==> src/rtl/pwm_audio_decoder.sv <==
// pwm_audio_decoder: measures high time and period of each PWM frame on sin; define PWM_DEC_AVG_EN to publish a 4-frame running mean
module pwm_audio_decoder #(
    parameter int CNT_W   = 20,
    parameter int MAX_CNT = 1_000_000
) (
    input  logic             clk,
    input  logic             rst,
    input  logic             sin,
    output logic [CNT_W-1:0] high_cnt,
    output logic [CNT_W-1:0] period_cnt,
    output logic             valid,
    output logic             timeout
);
    typedef enum logic [1:0] {IDLE, HIGH, LOW} state_t;
    localparam logic [CNT_W-1:0] LP_MAX = CNT_W'(MAX_CNT);
    state_t           r_state, w_next;
    logic             r_s1, r_s2, r_s3;
    logic [CNT_W-1:0] r_cnt, r_h_tmp;
    logic             w_rise, w_fall, w_sat, w_done, w_to, w_pub;
    logic [CNT_W-1:0] w_high, w_period;
    assign w_rise = r_s2 & ~r_s3;
    assign w_fall = ~r_s2 & r_s3;
    assign w_sat  = r_cnt == LP_MAX;
    assign w_done = (r_state == LOW) && w_rise;
    assign w_to   = (r_state != IDLE) && (w_next == IDLE);
    // two-stage synchronizer plus one delay stage for edge detection
    always_ff @(posedge clk or posedge rst) begin
        if (rst) {r_s1, r_s2, r_s3} <= 3'b000;
        else     {r_s1, r_s2, r_s3} <= {sin, r_s1, r_s2};
    end
    // state register
    always_ff @(posedge clk or posedge rst) begin
        if (rst) r_state <= IDLE;
        else     r_state <= w_next;
    end
    // next state: edges take priority over saturation, saturation drops back to IDLE
    always_comb begin
        w_next = r_state;
        unique case (r_state)
            IDLE:    w_next = w_rise ? HIGH : IDLE;
            HIGH:    w_next = w_fall ? LOW : (w_sat ? IDLE : HIGH);
            LOW:     w_next = w_rise ? HIGH : (w_sat ? IDLE : LOW);
            default: w_next = IDLE;
        endcase
    end
    // frame counter: cleared in IDLE, reloaded to 1 on every rise, saturating at MAX_CNT
    always_ff @(posedge clk or posedge rst) begin
        if (rst)                  r_cnt <= '0;
        else if (w_next == IDLE)  r_cnt <= '0;
        else if (w_rise)          r_cnt <= CNT_W'(1);
        else if (!w_sat)          r_cnt <= r_cnt + CNT_W'(1);
    end
    // high time is captured at the falling edge and published at the closing rise
    always_ff @(posedge clk or posedge rst) begin
        if (rst)                             r_h_tmp <= '0;
        else if (r_state == HIGH && w_fall)  r_h_tmp <= r_cnt;
    end
`ifdef PWM_DEC_AVG_EN
    logic [CNT_W-1:0] r_hh [3];
    logic [CNT_W-1:0] r_ph [3];
    logic [1:0]       r_fill;
    assign w_pub    = w_done && (r_fill == 2'd3);
    assign w_high   = CNT_W'(({2'b00, r_h_tmp} + {2'b00, r_hh[0]} + {2'b00, r_hh[1]} + {2'b00, r_hh[2]}) >> 2);
    assign w_period = CNT_W'(({2'b00, r_cnt} + {2'b00, r_ph[0]} + {2'b00, r_ph[1]} + {2'b00, r_ph[2]}) >> 2);
    // history of the three previous frames; fill count restarts after a timeout
    always_ff @(posedge clk or posedge rst) begin
        if (rst) begin
            r_hh   <= '{default: '0};
            r_ph   <= '{default: '0};
            r_fill <= 2'd0;
        end else if (w_to) begin
            r_fill <= 2'd0;
        end else if (w_done) begin
            r_hh   <= '{r_h_tmp, r_hh[0], r_hh[1]};
            r_ph   <= '{r_cnt, r_ph[0], r_ph[1]};
            r_fill <= (r_fill == 2'd3) ? 2'd3 : r_fill + 2'd1;
        end
    end
`else
    assign w_pub    = w_done;
    assign w_high   = r_h_tmp;
    assign w_period = r_cnt;
`endif
    // published results, one-cycle strobe and sticky timeout
    always_ff @(posedge clk or posedge rst) begin
        if (rst) begin
            high_cnt   <= '0;
            period_cnt <= '0;
            valid      <= 1'b0;
            timeout    <= 1'b0;
        end else begin
            valid <= w_pub;
            if (w_pub) begin
                high_cnt   <= w_high;
                period_cnt <= w_period;
            end
            timeout <= w_to ? 1'b1 : (w_pub ? 1'b0 : timeout);
        end
    end
endmodule

==> config.mk <==
export PLATFORM = sky130hd
export DESIGN_NAME = pwm_audio_decoder
export DESIGN_NICKNAME = d
export VERILOG_FILES = /design/src/rtl/pwm_audio_decoder.sv
export SDC_FILE = /design/constraint.sdc
export NUM_CORES = 1
export LEC_CHECK = 0
export CORE_MARGIN = 2
export CORE_UTILIZATION = 60
export CTS_CLUSTER_DIAMETER = 150
export CTS_CLUSTER_SIZE = 12
export DETAILED_ROUTE_END_ITERATION = 8
export DONT_BUFFER_PORTS = 1
export PLACE_DENSITY = 0.83
export SYNTH_ARGS = -nofsm -noshare
export SYNTH_HDL_FRONTEND = slang
export SYNTH_SLANG_ARGS = --single-unit
==> constraint.sdc <==
create_clock -name clk -period 5.7 [get_ports clk]
set_clock_uncertainty 0.1 [all_clocks]
set_input_delay 1.14 -clock clk [delete_from_list [all_inputs] [get_ports clk]]
set_output_delay 1.14 -clock clk [all_outputs]
set_load 0.01 [all_outputs]
==> impl_metrics.yaml, run 1 <==
status:
  outcome: "finished clean"
routing:
  remaining_drc_errors: 0
  detail_route.wl_per_cell_microns: 18.49
  detail_route_antenna_nets: 0
  via_count: 2162
  viasPerCell: 6.090
  final_routed_wirelength_microns: 6563
  first_iter_violations: 131
  drt-pass1-iter-count: 6
layout:
  multiInputGateArea_sq_um: 1431
  post_route_cell_area_sq_um: 3950
  final_cells: 355
  layout-drive-gt1-share_pct: 34.29
  final_net_count: 280
  most_common_library_cell_in_the_layout_ignoring_fill_and_taps: "dfrtp_1"
  ff_latch_area_sq_um: 2177
  commonest_non_fill_non_tap_cells_in_the_layout: "dfrtp_1 (87), mux2_2 (58), xor2_1 (11), a21oi_2 (10), clkbuf_8 (10)"
  areaGrowthSynthToFinish_pct: 4.953
  fill_cells: 442
  antenna-diode-count: 0
synth:
  synthDistinctLibCells: 44
  ys_seq_elements: 87
  synthesis.area_sq_um: 3764
  syn_area_per_cell_sq_um: 13.39
  synth_seq_area_share_pct: 57.85
  synth-main-ff-cell: "dfrtp_1"
  synth-warning-count: 0
  synth_enable_flop_cells: 0
  syn-num-nets: 286
  synthCells: 281
  async_set_or_reset_register_ratio_after_synthesis_pct: 100.0
die:
  design.core.area_sq_um: 5991
  initial_core_util_pct: 62.82
  row_count: 28
  die-area_sq_um: 6922
  ioPinCount: 45
  fp.dieW_microns: 83.20
  fp.dieH_microns: 83.20
worst_setup_path:
  r2r.worst_path.cells: 4
  critical_path.endpoint_type: "flip-flop"
  arrival_ns: 2.86
  worstSetupStartpointType: "flip-flop"
  terminus_of_the_critical_flop_to_flop_path: "r_cnt[19]"
  cp_max_fo: 14
  critical_path_required_ns: 5.87
  worstSetupPathType: "flip-flop to flip-flop"
  regToRegSetupSlack_ns: 3.01
  worstReg2RegStart: "r_cnt[13]"
global_route:
  global_route.overflow_total: 0
  grtUsageMet2_pct: 30.79
  first_global_vias: 2114
  use_met3_pct: 5.567
  gr-usage-met1_pct: 25.20
  maximum_number_of_pins_on_one_net_before_global_route_repair: 64
  grtUsageTotal_pct: 19.60
  grt-busiest-layer: "met2"
  grt_first_pass_wirelength_microns: 10630
  initial_antenna_violation_count: 0
clock_tree:
  clock_sinks: 87
  post_cts_sizing_count: 0
  clock_path_buffers: 2
  post_cts_hold_buffer_count: 0
  postCtsSetupBuffers: 0
  number_of_buffers_inserted_during_clock_tree_synthesis: 9
  clock_root_cell: "clkbuf_8"
  cts_htree_levels: 3
  tritoncts_clock_tree: "done"
  worst_skew_pair.late_latency_ns: 0.36
  reg_clk_slew_reported_paths_ns: 0.08
timing:
  finalSetupTns_ns: 0
  final.setup.worst_slack_ns: 3.012
  whs_ns: 0.2530
  layout_worst_path_cycle_share_pct: 47.16
  timing.final.hold_violations: 0
  achievable-frequency_ghz: 0.3720
  final_period_minus_worst_setup_slack_ns: 2.688
  max_slew_margin_pct: 34.25
  tightestPinTransition_ns: 0.9826
  rsz0062_at_grt: "no"
  timing.final.setup_violations: 0
  final-max-slew-violation-count: 0
place:
  number_of_cells_after_detailed_placement: 339
  detailed_place_hpwl_microns: 4316
  place_ws_ns: 3.030
  port-buffer-count: 0
  gp_routability_congestion: 0.8162
  place_area_sq_um: 3760
power_and_ir_drop:
  power.ir.vdd_worst_mv: 0.1964
  static-leakage-power_nw: 1.826
  cellPowerDensity_nw_per_um2: 320.8
run:
  maxCapViolations: 0
min_path:
  hold_start: "r_s1"
  holdCritPathClass: "flip-flop to flip-flop"
  min_path_cells: 0
  min_to: "r_s2"
[worst max-delay path, cell delays in order, from the launching register on]
cell	delay [ns]
dfrtp_1	0.47
or4b_1	0.53
or4_1	0.46
or4_1	0.76
a22oi_1	0.28
[state kept, by name, summed over array words and instances, names as in the netlist]
name	flops
valid	1
r_h_tmp	20
r_s2	1
high_cnt	20
r_s1	1
timeout	1
r_state	2
r_s3	1
period_cnt	20
r_cnt	20
[kinds of logic after synthesis]
family,synth area share [%]
mux,17.35
xor+xnor,3.491
simple gates,9.707
compound gates,6.682
buf+inv,4.255
fa+ha+maj,0.6648
flops,57.85
[layout make-up]
type,instances,area share [%]
inverters,9,0.8869
clock buffers,12,3.674
multi-input cells,165,36.24
clock inverters,4,1.140
flip-flops and latches,87,55.12
repair buffers,3,0.5702
well taps,75,2.376
[report_power, final]
| part | internal [W] | leakage, nW | total [W] | switching [W] |
|---|---|---|---|---|
| Combinational | 0.0000546 | 0.530 | 0.000142 | 0.0000877 |
| Clock | 0.000213 | 0.100 | 0.000419 | 0.000207 |
| Sequential | 0.000655 | 1.20 | 0.000705 | 0.0000506 |
[routing by layer]
layer | routed length (microns) | vias up
li1 | - | 992
met1 | 2966 | 1111
met2 | 3135 | 46
met3 | 316 | 13
met4 | 145 | 0
met5 | 0 | -
[how the worst max path moves through the flow]
stage / start / endpoint / slack, ns / depth (start not counted)
floorplan: rst / high_cnt[0] / 2.21 / 1
global placement: r_cnt[13] / r_cnt[19] / 3.09 / 4
detailed placement: r_cnt[13] / r_cnt[19] / 3.03 / 4
CTS: r_cnt[13] / r_cnt[19] / 3.01 / 4
global route: r_cnt[13] / r_cnt[19] / 2.88 / 4
finish: r_cnt[13] / r_cnt[19] / 3.01 / 4
[per-stage QoR]
step                      power [W]  utilization [%]
after floorplan           0.0008327                -
after global placement    0.0008489            62.76
after detailed placement  0.0008629            62.76
after CTS                  0.001277            65.94
after global routing       0.001321            65.94
final                      0.001267            65.94
[synth_stat cells (2+ instances only)]
cell	n	area, sq um
nand2b_1	2	12.51
and4_1	5	43.79
buf_6	3	33.78
xnor2_1	4	35.03
nand4b_1	2	17.52
a22oi_1	4	30.03
or4_1	3	22.52
a21oi_1	3	15.01
and3_2	2	15.01
nand2_1	4	15.01
or2b_2	2	17.52
nor2_1	6	22.52
o221ai_1	3	26.28
and2_1	3	18.77
ha_1	2	25.02
a21oi_2	10	87.58
mux2_2	58	653.1
xor2_1	11	96.34
o21ai_0	9	45.04
inv_1	9	33.78
nand4_1	7	43.79
dfrtp_1	87	2177
nand3_1	9	45.04
clkbuf_1	12	45.04
or4b_1	2	20.02
No activity file was read; power rests on OpenSTA's default activity.
==> run 2: changes to the inputs <==
--- a/config.mk
+++ b/config.mk
@@ -6,12 +6,12 @@
 export NUM_CORES = 1
 export LEC_CHECK = 0
 export CORE_MARGIN = 2
-export CORE_UTILIZATION = 60
+export CORE_UTILIZATION = 56
 export CTS_CLUSTER_DIAMETER = 150
 export CTS_CLUSTER_SIZE = 12
 export DETAILED_ROUTE_END_ITERATION = 8
 export DONT_BUFFER_PORTS = 1
-export PLACE_DENSITY = 0.83
+export PLACE_DENSITY = 0.81
 export SYNTH_ARGS = -nofsm -noshare
 export SYNTH_HDL_FRONTEND = slang
 export SYNTH_SLANG_ARGS = --single-unit
==> constraint.sdc (replaced) <==
create_clock -name clk -period 2.2 [get_ports clk]
set_clock_uncertainty 0.1 [all_clocks]
set_input_delay 0.44 -clock clk [delete_from_list [all_inputs] [get_ports clk]]
set_output_delay 0.44 -clock clk [all_outputs]
set_load 0.01 [all_outputs]
==> impl_metrics.yaml, run 2 (synthesis gave the netlist of run 1 again) <==
status:
  outcome: "complete, but fails checks"
  failed_checks: "negative setup slack"
timing:
  final.setup.worst_slack_ns: -0.1002
  whs_ns: 0.2509
  max_slew_margin_pct: 63.94
  timing.final.setup_violations: 14
  layout_worst_path_cycle_share_pct: 104.6
  achievable-frequency_ghz: 0.4347
  timing.final.hold_violations: 0
  rsz0062_at_grt: "yes"
  final_period_minus_worst_setup_slack_ns: 2.300
  tightestPinTransition_ns: 0.5398
  final-max-slew-violation-count: 0
worst_setup_path:
  worstSetupPathType: "flip-flop to flip-flop"
  r2r.worst_path.cells: 5
  critical_path.endpoint_type: "flip-flop"
  regToRegSetupSlack_ns: -0.10
  timing.critical_path.from: "r_cnt[13]"
  terminus_of_the_critical_flop_to_flop_path: "r_cnt[15]"
  worstSetupStartpointType: "flip-flop"
  worstReg2RegStart: "r_cnt[13]"
  arrival_ns: 2.47
  cpMaxStageDelayCell: "or4b_1"
  critical_path_required_ns: 2.37
  cp_max_fo: 7
  worst_path_largest_cell_delay_ns: 0.51
  timing.critical_path.to: "r_cnt[15]"
  chain_of_cells_forming_the_critical_path: "or4b_1 -> or4_1 -> or4_4 -> buf_6 -> a22oi_2"
layout:
  layout-drive-gt1-share_pct: 40.91
  fill_cells: 480
  commonest_non_fill_non_tap_cells_in_the_layout: "dfrtp_1 (87), mux2_2 (58), buf_4 (24), xor2_1 (11), a21oi_2 (10)"
  most_common_library_cell_in_the_layout_ignoring_fill_and_taps: "dfrtp_1"
  post_route_cell_area_sq_um: 4259
  areaGrowthSynthToFinish_pct: 13.16
  final_net_count: 308
  antenna-diode-count: 0
  finish.utilization_pct: 66.32
die:
  row_count: 29
  initial_core_util_pct: 58.60
  fp.dieH_microns: 85.98
  die-area_sq_um: 7393
  design.core.area_sq_um: 6422
  ioPinCount: 45
  fp.dieW_microns: 85.98
routing:
  detail_route.wl_per_cell_microns: 17.93
  first_iter_violations: 140
  remaining_drc_errors: 0
  via_count: 2249
  viasPerCell: 5.842
  final_routed_wirelength_microns: 6902
  detail_route_antenna_nets: 0
  drt-pass1-iter-count: 4
clock_tree:
  clock_sinks: 87
  worst_skew_pair.late_latency_ns: 0.35
  number_of_buffers_inserted_during_clock_tree_synthesis: 9
  clock_path_buffers: 2
  reg_clk_slew_reported_paths_ns: 0.08
  clock_root_cell: "clkbuf_8"
  cts_htree_levels: 3
  tritoncts_clock_tree: "done"
global_route:
  global_route.overflow_total: 0
  initial_antenna_violation_count: 0
  grtUsageTotal_pct: 20.58
  grt_first_pass_wirelength_microns: 11670
  first_global_vias: 2281
  maximum_number_of_pins_on_one_net_before_global_route_repair: 30
place:
  detailed_place_hpwl_microns: 4681
  port-buffer-count: 0
  place_area_sq_um: 3983
  gp_routability_congestion: 0.8500
min_path:
  holdCritPathClass: "flip-flop to flip-flop"
power_and_ir_drop:
  static-leakage-power_nw: 1.983
  power.ir.vdd_worst_mv: 0.6316
  cellPowerDensity_nw_per_um2: 810.2
run:
  maxCapViolations: 0
run 2: cell types whose count changed in the layout (fill, tap and decap cells not counted), sizes merged:
cell / before / now
buf: 3 / 29
bufinv: 1 / 2
clkbuf: 12 / 13
clkinv: 4 / 0
dlygate4sd3: 0 / 2
clkinvlp: 0 / 2
run 2: worst min-delay path by stage:
stage | depth (start not counted) | start | slack, ns | to
finish | 0 | r_s1 | 0.25 | r_s2
global route | 0 | r_s1 | 0.27 | r_s2
CTS | 0 | r_s1 | 0.25 | r_s2
detailed placement | 0 | r_s1 | 0.24 | r_s2
global placement | 0 | r_s1 | 0.24 | r_s2
floorplan | 0 | r_s1 | 0.23 | r_s2
run 2: through the flow:
| stage | setup TNS, ns | power [W] | std cells | setup WS [ns] |
|---|---|---|---|---|
| after floorplan | -2.309 | 0.002159 | 281 | -0.1634 |
| after global placement | -1.036 | 0.002286 | 365 | -0.09720 |
| after detailed placement | -1.440 | 0.002307 | 365 | -0.1448 |
| after CTS | -0.4785 | 0.003491 | 385 | -0.1019 |
| after global routing | -1.711 | 0.003623 | 385 | -0.1896 |
| final | -0.5280 | 0.003451 | 385 | -0.1002 |
run 2: where the power goes:
part           switching [W]  internal (W)  leakage [nW]
sequential         0.0000963       0.00170          1.20
clock               0.000527      0.000642        0.0978
combinational       0.000272      0.000216         0.689
run 2: worst max-delay path: cells and delay by family, from the launching register on:
family	cells	cell delay, ns
AOI/OAI and AO/OA	1	0.17
buffers and inverters	1	0.16
DFF	1	0.38
and+or+nand+nor	3	1.41
run 2: metal layers:
| layer | up-vias | share of wire (%) | wire (microns) | track usage, % |
|---|---|---|---|---|
| li1 | 1051 | - | - | - |
| met1 | 1116 | 45 | 3108 | 27.85 |
| met2 | 67 | 47 | 3271 | 31.57 |
| met3 | 15 | 5.7 | 390 | 6.352 |
| met4 | 0 | 1.9 | 131 | 7.359 |
| met5 | - | 0 | 0 | 0 |
run 2: area by class of cell:
class	instances	area (sq um)	share of cell area (%)
clock buffer	13	138.9	3.261
clock inverter	3	67.56	1.586
inverter	9	37.54	0.8813
multi-input combinational	165	1459	34.25
sequential	87	2177	51.12
tap	77	96.34	2.262
timing repair buffer	31	282.8	6.639
run 2: repair_timing:
| action | 4_1_cts | 5_1_grt |
|---|---|---|
| buffers inserted | 2 | 0 |
| hold endpoints to repair | 22 | 0 |
| setup endpoints to repair | 21 | 14 |
| pin swaps | 2 | 0 |
| hold buffers | 2 | 0 |
| resized for setup | 8 | 0 |
